$ cat config.mk
export PLATFORM = sky130hd
export DESIGN_NAME = dma_xfer_engine
export DESIGN_NICKNAME = d
export VERILOG_FILES = /design/src/rtl/dma_xfer_engine.sv
export SDC_FILE = /design/constraint.sdc
export NUM_CORES = 1
export LEC_CHECK = 0
export ABC_CLOCK_PERIOD_IN_PS = 9400
export CAP_MARGIN = 20
export CORE_ASPECT_RATIO = 1.5
export CORE_MARGIN = 10
export CORE_UTILIZATION = 35
export DETAILED_ROUTE_END_ITERATION = 12
export GPL_ROUTABILITY_DRIVEN = 0
export REMOVE_ABC_BUFFERS = 1
export SLEW_MARGIN = 10
export SYNTH_ARGS = -nofsm -noshare
export SYNTH_HDL_FRONTEND = slang
export SYNTH_SLANG_ARGS = --single-unit
export TNS_END_PERCENT = 100
$ cat constraint.sdc
create_clock -name clk_i -period 9.4 [get_ports clk_i]
set_input_delay 1.41 -clock clk_i [delete_from_list [all_inputs] [get_ports clk_i]]
set_output_delay 1.41 -clock clk_i [all_outputs]
set_load 0.02 [all_outputs]
$ cat src/rtl/dma_xfer_engine.sv
// dma_xfer_engine: copies length_i+1 words from src to dst over a single
// OBI-style port. Words are staged in a small FIFO, so the transfer runs as
// alternating read and write bursts. Only one transaction is outstanding at
// a time.
module dma_xfer_engine #(
  parameter int unsigned DATA_WIDTH = 32,
  parameter int unsigned FIFO_DEPTH = 8
) (
  input  logic                  clk_i,
  input  logic                  rst_ni,
  input  logic [DATA_WIDTH-1:0] valid_i,
  input  logic [DATA_WIDTH-1:0] length_i,
  input  logic [DATA_WIDTH-1:0] src_lsb_i,
  input  logic [DATA_WIDTH-1:0] src_msb_i,
  input  logic [DATA_WIDTH-1:0] dst_lsb_i,
  input  logic [DATA_WIDTH-1:0] dst_msb_i,
  output logic [DATA_WIDTH-1:0] done_o,
  output logic                  xfer_err_o,
  output logic [DATA_WIDTH:0]   words_done_o,
  output logic                  mem_req_o,
  input  logic                  mem_gnt_i,
  output logic                  mem_we_o,
  output logic [63:0]           mem_addr_o,
  output logic [3:0]            mem_be_o,
  output logic [DATA_WIDTH-1:0] mem_wdata_o,
  input  logic                  mem_rvalid_i,
  input  logic [DATA_WIDTH-1:0] mem_rdata_i,
  input  logic                  mem_err_i
);

  localparam int unsigned PTR_W = $clog2(FIFO_DEPTH);
  localparam int unsigned CNT_W = DATA_WIDTH + 1;
  localparam logic [PTR_W:0] FIFO_FULL = (PTR_W+1)'(FIFO_DEPTH);

  typedef enum logic [2:0] {
    IDLE,
    RD_REQ,
    RD_WAIT,
    WR_REQ,
    WR_WAIT,
    FINISH
  } state_e;

  state_e state_q, state_d;

  logic             start_prev_q;
  logic [CNT_W-1:0] total_q;
  logic [CNT_W-1:0] rd_cnt_q;
  logic [CNT_W-1:0] wr_cnt_q;
  logic [63:0]      src_base_q;
  logic [63:0]      dst_base_q;
  logic             xfer_err_q;

  logic [DATA_WIDTH-1:0] fifo_mem [FIFO_DEPTH];
  logic [PTR_W-1:0]      fifo_wptr_q;
  logic [PTR_W-1:0]      fifo_rptr_q;
  logic [PTR_W:0]        fifo_cnt_q;

  logic             start;
  logic             permit;
  logic             push;
  logic             pop;
  logic             rd_inc;
  logic             wr_inc;
  logic             set_err;
  logic             fifo_clr;
  logic [CNT_W-1:0] rd_cnt_inc;
  logic [CNT_W-1:0] wr_cnt_inc;
  logic [PTR_W:0]   fifo_cnt_inc;
  logic [63:0]      rd_addr;
  logic [63:0]      wr_addr;

  // Flag bits and low address bits that the engine deliberately ignores.
  logic unused_bits;
  assign unused_bits = ^{valid_i[DATA_WIDTH-1:4], valid_i[0],
                         src_lsb_i[2:0], dst_lsb_i[2:0]};

  // A transfer starts only on a 0->1 transition of DONE seen while idle.
  assign start  = (state_q == IDLE) && valid_i[3] && !start_prev_q;
  assign permit = valid_i[1] && valid_i[2];

  assign rd_cnt_inc   = rd_cnt_q + CNT_W'(1);
  assign wr_cnt_inc   = wr_cnt_q + CNT_W'(1);
  assign fifo_cnt_inc = fifo_cnt_q + (PTR_W+1)'(1);
  assign rd_addr      = src_base_q + 64'({rd_cnt_q, 2'b00});
  assign wr_addr      = dst_base_q + 64'({wr_cnt_q, 2'b00});

  // State register.
  always_ff @(posedge clk_i or negedge rst_ni) begin
    // NOTE: sequential state uses non-blocking assignments so every register
    // samples pre-edge values regardless of block ordering.
    if (!rst_ni) state_q <= IDLE;
    else         state_q <= state_d;
  end

  // Next-state logic and datapath strobes.
  always_comb begin
    // NOTE: every output of this block gets a default first, otherwise paths
    // that do not assign it would infer a latch.
    state_d  = state_q;
    push     = 1'b0;
    pop      = 1'b0;
    rd_inc   = 1'b0;
    wr_inc   = 1'b0;
    set_err  = 1'b0;
    fifo_clr = 1'b0;
    unique case (state_q)
      IDLE: begin
        if (start) state_d = permit ? RD_REQ : FINISH;
      end
      RD_REQ: begin
        if (mem_gnt_i) state_d = RD_WAIT;
      end
      RD_WAIT: begin
        if (mem_rvalid_i) begin
          if (mem_err_i) begin
            set_err = 1'b1;
            state_d = FINISH;
          end else begin
            push   = 1'b1;
            rd_inc = 1'b1;
            if (rd_cnt_inc < total_q && fifo_cnt_inc < FIFO_FULL) state_d = RD_REQ;
            else                                                   state_d = WR_REQ;
          end
        end
      end
      WR_REQ: begin
        if (mem_gnt_i) begin
          pop     = 1'b1;
          state_d = WR_WAIT;
        end
      end
      WR_WAIT: begin
        if (mem_rvalid_i) begin
          if (mem_err_i) begin
            set_err = 1'b1;
            state_d = FINISH;
          end else begin
            wr_inc = 1'b1;
            if (wr_cnt_inc == total_q)            state_d = FINISH;
            else if (fifo_cnt_q != '0)            state_d = WR_REQ;
            else                                  state_d = RD_REQ;
          end
        end
      end
      FINISH: begin
        if (!valid_i[3]) begin
          state_d  = IDLE;
          fifo_clr = 1'b1;
        end
      end
      default: state_d = IDLE;
    endcase
  end

  // Transfer bookkeeping: start detect, latched bases/length, counters, error.
  always_ff @(posedge clk_i or negedge rst_ni) begin
    if (!rst_ni) begin
      start_prev_q <= 1'b0;
      total_q      <= '0;
      rd_cnt_q     <= '0;
      wr_cnt_q     <= '0;
      src_base_q   <= '0;
      dst_base_q   <= '0;
      xfer_err_q   <= 1'b0;
    end else begin
      start_prev_q <= valid_i[3];
      if (start) begin
        total_q    <= {1'b0, length_i} + CNT_W'(1);
        src_base_q <= 64'({src_msb_i, src_lsb_i[DATA_WIDTH-1:3], 3'b000});
        dst_base_q <= 64'({dst_msb_i, dst_lsb_i[DATA_WIDTH-1:3], 3'b000});
        rd_cnt_q   <= '0;
        wr_cnt_q   <= '0;
        xfer_err_q <= !permit;
      end else begin
        if (set_err) xfer_err_q <= 1'b1;
        if (rd_inc)  rd_cnt_q   <= rd_cnt_inc;
        if (wr_inc)  wr_cnt_q   <= wr_cnt_inc;
      end
    end
  end

  // FIFO pointers and occupancy; contents are dropped when a transfer closes.
  always_ff @(posedge clk_i or negedge rst_ni) begin
    if (!rst_ni) begin
      fifo_wptr_q <= '0;
      fifo_rptr_q <= '0;
      fifo_cnt_q  <= '0;
    end else if (fifo_clr) begin
      fifo_wptr_q <= '0;
      fifo_rptr_q <= '0;
      fifo_cnt_q  <= '0;
    end else if (push) begin
      fifo_wptr_q <= fifo_wptr_q + PTR_W'(1);
      fifo_cnt_q  <= fifo_cnt_inc;
    end else if (pop) begin
      fifo_rptr_q <= fifo_rptr_q + PTR_W'(1);
      fifo_cnt_q  <= fifo_cnt_q - (PTR_W+1)'(1);
    end
  end

  // FIFO storage.
  always_ff @(posedge clk_i) begin
    // NOTE: the storage array has no reset; occupancy is tracked by the
    // pointers, so stale words are never read and need no clearing.
    if (push) fifo_mem[fifo_wptr_q] <= mem_rdata_i;
  end

  // Memory request outputs, driven only in the request states.
  always_comb begin
    mem_req_o   = 1'b0;
    mem_we_o    = 1'b0;
    mem_addr_o  = '0;
    mem_wdata_o = '0;
    if (state_q == RD_REQ) begin
      mem_req_o  = 1'b1;
      mem_addr_o = rd_addr;
    end else if (state_q == WR_REQ) begin
      mem_req_o   = 1'b1;
      mem_we_o    = 1'b1;
      mem_addr_o  = wr_addr;
      mem_wdata_o = fifo_mem[fifo_rptr_q];
    end
  end

  assign mem_be_o     = 4'hF;
  assign done_o       = DATA_WIDTH'(state_q == FINISH);
  assign xfer_err_o   = xfer_err_q;
  assign words_done_o = wr_cnt_q;

endmodule

==> Word level (Yosys, flattened, before mapping) <==
Memories as Yosys holds them, arrays and structs flattened.
Index checks and enable logic that the tools add are counted.
Widths: inputs -> output; s select.
{ "word_totals": {"n_memories": 1, "input_bits": 229, "ram_bits": 256, "register_bits": 236} }
{ "memory_table": {"columns": ["name", "depth", "word_bits", "read_ports", "rd_clocked_by_memory_dff", "wr", "line", "source"], "rows": [
  ["fifo_mem", 8, 32, 1, 0, 1, "54", "logic [DATA_WIDTH-1:0] fifo_mem [FIFO_DEPTH];"]
]} }
{ "classes": {"eq_ne": 13, "n_lt_le_gt_ge": 2, "muxes": 47, "addsub": 9, "n_reduce_logical": 17} }
{ "ops": {"columns": ["op", "n"], "rows": [
  ["$mux 33", 4],
  ["$add 64x35->64", 2],
  ["$mux 64", 2],
  ["$add 33x1->33 const B", 2],
  ["$mux 32", 2],
  ["$mux 3", 15],
  ["$add 32x1->33 const B", 1],
  ["$eq 33x33->1", 1],
  ["$lt 33x33->1", 1],
  ["$mux 1", 18],
  ["$pmux 3 s6", 1],
  ["$mux 4", 3],
  ["$ne 2x2->1 const B", 6],
  ["$reduce_bool 2->1", 5],
  ["$add 3x1->3 const B", 2],
  ["$eq 3x2->1 const B", 2],
  ["$eq 3x3->1 const B", 2],
  ["$reduce_and 6->1", 1],
  ["$add 4x1->4 const B", 1],
  ["$logic_and 1x1->1", 4],
  ["$lt 4x4->1 const B", 1],
  ["$mux 2", 2],
  ["$reduce_bool 4->1", 1],
  ["$sub 4x1->4 const B", 1],
  ["7 further kinds", 8]
]} }

==> Depth between registers and ports, before layout <==
{ "logic_depth": {"ltp_word": 7, "ltp_mapped": 16, "depth_no_buf": 15} }

==> Least setup slack after synthesis <==
OpenSTA, ideal clock, no wires.
{ "synth_timing": {"kind": "in2reg", "start": "input mem_err_i", "end": "memory fifo_mem[0][0] (enable)", "required_time_ps": 8899, "cell_stages": 4, "slack_ps": 3764, "setup_ps": 501, "arrival_ps": 5134, "n_path_buf": 1, "path_cell_list": "nor2_1 -> nand4_1 -> clkbuf_1 -> nor4_1"} }
{ "synth_between": {"elab_chain_cells": 5} }
{ "synth_lines": {"columns": ["item", "line", "source"], "rows": [
  ["start: declaration", "28", "input logic mem_err_i"],
  ["$mux 1", "116", "if (mem_err_i) begin"],
  ["$mux 1", "115", "if (mem_rvalid_i) begin"],
  ["$mux 1", "107", "unique case (state_q)"],
  ["$mux 1", "206", "if (push) fifo_mem[fifo_wptr_q] <= mem_rdata_i;"],
  ["$mux 1 (not written as such)", "206", null],
  ["end: declaration", "54", null]
]} }
No other way between the ends.

==> Worst setup path after layout <==
{ "layout_timing": {"start": "register rd_cnt_q[4]", "end": "output mem_addr_o[60]"} }
{ "layout_between": {"elab_chain_cells": 2} }
{ "layout_lines": {"columns": ["item", "line", "source"], "rows": [
  ["start: declaration", "48", "logic [CNT_W-1:0] rd_cnt_q;"],
  ["start signal: assignment", "177", "if (rd_inc) rd_cnt_q <= rd_cnt_inc;"],
  ["$add 64x35->64", "85", "assign rd_addr = src_base_q + 64'({rd_cnt_q, 2'b00});"],
  ["$mux 64", "215", "if (state_q == RD_REQ) begin"],
  ["end: declaration", "23", "output logic [63:0] mem_addr_o,"]
]} }
No other way between the ends.

==> results.txt <==
* CP Class: reg2out
* Worst-case clock buffer depth: 3
* Actual slew at the worst max-slew pin: 965 ps
* #FFs+latches synth: roughly 500
- Crit path required time: about 8000 ps
* Post-layout power: 7.94 mW
- After synthesis, the mean cell area works out to roughly 10 sq um.
* Clock skew after layout: ~59 ps
- Number of max-slew violations in the final report: 0
- Clock-pin slew was measured on the worst setup and hold paths at around 60 ps.
- Reg-to-reg setup timing slack: 5340 ps
* Total clock sinks: about 490
- Routed wire length: just over 90000 um
- Largest net degree at the start of global routing: about 140
- Measured against its own limit, the worst slew margin works out to 0.357.
- Non-filler cells, final: 4066
- The final hold violation count came to 0.
- For the final routed database, the setup TNS stands at 0 ps.
- Max-cap violations in this run came to 0.
* Setup repair after global routing missed its margin: false
- Placed cell areas: between 30000 and 40000 sq um
* Maximum operating frequency: about 160 MHz
* Worst vdd rail ir drop: a little under 0.2 mV
- Internal power comes to between 4 and 5 mW.
* CTS tree: yes
- Number of buffers inserted by port buffering: between 300 and 400
* Number of nets with antenna violations after routing: 0
- Cell area power density: between 200 and 250 nW/um^2
- Drc violations: 0
- Number of synthesized flops with an enable pin: ~260
* Main synth FF type: sky130_fd_sc_hd__edfxtp_1
- Synthesis produced a netlist whose cell count is 2719.
- Subtracting the final worst setup slack from the clock period gives 6440 ps.
* Number of setup buffers added after CTS: 0
- Arrival time at the worst endpoint: just over 5000 ps
* Source-to-sink clock delay at the later pin of the worst-skew pair: about 650 ps
- For this run, the detailed router's first-pass iteration total came to 5.
- For this configuration, the core starts out at a cell density of 0.354.
* Overall via count from detail_route: approximately 22000
* Least setup slack across all paths after layout: 2960 ps
- Area of the die: 91700 sq um
- Gr ovfl total: 0
- Fill cell count: about 7600
- Multi-input logic area: around 13000 sq um
- Counting flops with an async set or reset pin after synthesis yields a share of 0.480.
- Per-cell via count in the routed design: around 5.4
* Yosys warnings: 0
- The share of total power dissipated in combinational logic is 0.344.
* Part of the total power dissipated in the clock network: 0.269
- The number of global-route vias before repair was about 22000.
- Maximum fanout encountered on the critical timing path: 6
* Peak per-stage delay on the critical path: approximately 840 ps
* Area added between synthesis and finish: 21.1%
- From bottom edge to top edge, the die measures around 370 um.
* Number of H-tree levels: 2
- Of the cells placed in the final design, the portion with a size suffix greater than 1 is 0.0809.
* Type of element launching the critical path: flop
- Antenna violations before repair: 19
- During I/O placement, the number of pins put on the boundary was 397.
* # hold bufs at CTS: 0
* Cell-by-cell listing of the critical path: ha_1, o21ai_0, o21ai_0, a211oi_1, o31ai_2, o2111ai_1, a21oi_1, a21o_1, a21oi_1, a211oi_1, clkdlybuf4s50_1
- Final net count: 3331
- Of the available clock period, the critical path in the final layout requires 0.685.
- Clock buffer count from CTS: 52
- Net Sw Power: around 3 mW
* Number of placement rows: 126
* Type of destination of the critical path: output pin
- Setup violations remaining at the end of the flow were counted as 0.
- Of the total power, the share spent switching nets is 0.378.
* Total standard cell area after synthesis: ~28000 sq um
- After clock tree synthesis, the repair step resized 0 gates.
* Final cell area excluding filler cells: 33800 sq um
- Of the total power, registers draw 0.387.
* Minimum setup slack after placement: around 3700 ps
* Core Box Area: 78800 sq um
- The largest individual stage delay along the critical path comes from the cell sky130_fd_sc_hd__a21oi_1.
- Clock Root Buffer: sky130_fd_sc_hd__clkbuf_16
- Avg WL per Cell: 22.6 um
- Including well taps, the total number of placed cells is 3967.
- The first global-routing pass estimated between 100000 and 150000 um of wire.
* Total Routing Usage GR: 0.195
- In this run, the number of DRC markers left after iteration 0 of detailed routing was about 1400.
- Die X: 251 um
- Synthesis instantiated 95 different standard cells from the library.
- Sequential element share of the synthesized area: 0.487
- After legalization and detailed placement, the total HPWL measured about 67000 um.
- The run finished with clean final reports.
- In this run the worst hold path is classified as reg2reg.
- Summing all flip-flop and latch instances after layout gives roughly 14000 sq um.
- Summed over all cells, the static leakage comes to 13.2 nW.
==> stage by stage <==
stage,utilization,hold slack [ps]
floorplan,-,450
global placement,0.406,465
detailed placement,0.406,468
CTS,0.429,484
global route,0.429,494
finish,0.429,478
==> logic make-up after synthesis <==
group	after synthesis	synth area share
xor+xnor	213	0.0673
flops	492	0.487
fa+ha+maj	105	0.0476
other cells	2	0.000269
mux	103	0.0657
simple gates	1070	0.180
compound gates	498	0.113
buf+inv	236	0.0396
==> layout by cell type, fill, tap and decap left out, types with 38 or more instances in the layout <==
cell type | synthesis | final
sky130_fd_sc_hd__edfxtp_1 | 256 | 256
sky130_fd_sc_hd__xor2_1 | 91 | 91
sky130_fd_sc_hd__nand3_1 | 81 | 81
sky130_fd_sc_hd__inv_1 | 68 | 68
sky130_fd_sc_hd__nand2_1 | 542 | 541
sky130_fd_sc_hd__xnor2_1 | 121 | 121
sky130_fd_sc_hd__nor2_1 | 174 | 169
sky130_fd_sc_hd__dfrtp_1 | 236 | 232
sky130_fd_sc_hd__mux4_2 | 64 | 64
sky130_fd_sc_hd__and3_1 | 44 | 44
sky130_fd_sc_hd__nand4_1 | 53 | 53
sky130_fd_sc_hd__mux2i_1 | 38 | 38
sky130_fd_sc_hd__a21oi_1 | 100 | 100
sky130_fd_sc_hd__clkdlybuf4s50_1 | 0 | 323
sky130_fd_sc_hd__ha_1 | 103 | 103
sky130_fd_sc_hd__clkbuf_16 | 0 | 52
sky130_fd_sc_hd__o21ai_0 | 162 | 162
==> registers in the layout (all words and copies together) (netlist names) <==
signal / flops
src_base_q: 61
fifo_cnt_q: 4
total_q: 33
fifo_mem: 256
start_prev_q: 1
rd_cnt_q: 33
state_q: 3
words_done_o: 33
xfer_err_o: 1
dst_base_q: 61
fifo_wptr_q: 3
fifo_rptr_q: 3
==> cell type report <==
cell class | count | share of cell area
clock buffers | 68 | 0.0412
multi-input cells | 2026 | 0.396
clock inverters | 28 | 0.0109
well taps | 1024 | 0.0379
inverters | 70 | 0.00777
flip-flops and latches | 492 | 0.402
diodes | 3 | 0.000222
repair buffers | 355 | 0.103
==> cell usage after synthesis, types with 5 or more instances <==
| master | instances | area, sq um |
|---|---|---|
| sky130_fd_sc_hd__nand4_1 | 53 | 332 |
| sky130_fd_sc_hd__nor3_1 | 38 | 190 |
| sky130_fd_sc_hd__o21ai_0 | 162 | 811 |
| sky130_fd_sc_hd__a211oi_1 | 27 | 203 |
| sky130_fd_sc_hd__mux4_2 | 64 | 1440 |
| sky130_fd_sc_hd__clkbuf_1 | 91 | 342 |
| sky130_fd_sc_hd__or2_2 | 6 | 37.5 |
| sky130_fd_sc_hd__nor4_2 | 8 | 100 |
| sky130_fd_sc_hd__nand2_1 | 542 | 2030 |
| sky130_fd_sc_hd__nor2b_1 | 12 | 75.1 |
| sky130_fd_sc_hd__or4_1 | 12 | 90.1 |
| sky130_fd_sc_hd__a22o_1 | 17 | 149 |
| sky130_fd_sc_hd__xor2_1 | 91 | 797 |
| sky130_fd_sc_hd__buf_1 | 14 | 52.6 |
| sky130_fd_sc_hd__o22ai_1 | 20 | 125 |
| sky130_fd_sc_hd__nor2_1 | 174 | 653 |
| sky130_fd_sc_hd__buf_4 | 42 | 315 |
| sky130_fd_sc_hd__nand3_1 | 81 | 405 |
| sky130_fd_sc_hd__ha_1 | 103 | 1290 |
| sky130_fd_sc_hd__nor4_1 | 17 | 106 |
| sky130_fd_sc_hd__buf_6 | 6 | 67.6 |
| sky130_fd_sc_hd__xnor2_1 | 121 | 1060 |
| sky130_fd_sc_hd__o21bai_1 | 11 | 82.6 |
| sky130_fd_sc_hd__buf_2 | 10 | 50.1 |
| sky130_fd_sc_hd__dfrtp_1 | 236 | 5910 |
| sky130_fd_sc_hd__o31ai_1 | 15 | 113 |
| sky130_fd_sc_hd__edfxtp_1 | 256 | 7690 |
| sky130_fd_sc_hd__and3_1 | 44 | 275 |
| sky130_fd_sc_hd__or3_1 | 11 | 68.8 |
| sky130_fd_sc_hd__a21oi_1 | 100 | 500 |
| sky130_fd_sc_hd__nand2b_1 | 10 | 62.6 |
| sky130_fd_sc_hd__inv_1 | 68 | 255 |
| sky130_fd_sc_hd__o21ai_1 | 5 | 25.0 |
| sky130_fd_sc_hd__o2111ai_1 | 10 | 87.6 |
| sky130_fd_sc_hd__mux2i_1 | 38 | 380 |
| sky130_fd_sc_hd__a31oi_1 | 20 | 125 |
| sky130_fd_sc_hd__o211ai_1 | 25 | 188 |
| sky130_fd_sc_hd__and2_1 | 16 | 100 |
| sky130_fd_sc_hd__a21o_1 | 30 | 225 |
| sky130_fd_sc_hd__o21a_1 | 6 | 45.0 |
| sky130_fd_sc_hd__and4_1 | 11 | 96.3 |
==> layer usage <==
layer | vias to the layer above | global-route usage | share of wire
met5 | - | 0 | 0.0014
met2 | 712 | 0.340 | 0.50
met3 | 203 | 0.0490 | 0.070
met4 | 20 | 0.0828 | 0.044
met1 | 10700 | 0.221 | 0.38
li1 | 10300 | - | -
==> worst max-delay path: cells and delay by family (launching register included) <==
| family | cells | cell delay, ps |
|---|---|---|
| adder cells (fa/ha/maj) | 1 | 370 |
| flip-flops | 1 | 420 |
| AO/OA/AOI/OAI | 9 | 2910 |
| buffers and inverters | 1 | 680 |
==> final timing paths <==
kind	from	end	cells past startpoint
worst max-delay path	rd_cnt_q[4]	mem_addr_o[60]	11
worst min-delay path	src_base_q[3]	src_base_q[3]	2
worst max register to register	rd_cnt_q[9]	state_q[1]	14
worst min register to register	src_base_q[3]	src_base_q[3]	2
max in group asynchronous	rst_ni	fifo_rptr_q[0]	2
min in group asynchronous	rst_ni	dst_base_q[12]	1
==> power groups by stage <==
stage | combinational, mW | sequential (mW) | clock, mW
final | 2.73 | 3.08 | 2.13
after global routing | 3.00 | 3.12 | 2.28
after global placement | 2.71 | 3.11 | 0
after CTS | 2.75 | 3.08 | 2.19
after detailed placement | 2.73 | 3.12 | 0
after floorplan | 1.71 | 2.99 | 0
Note: power is estimated with default switching activity, not from simulation.
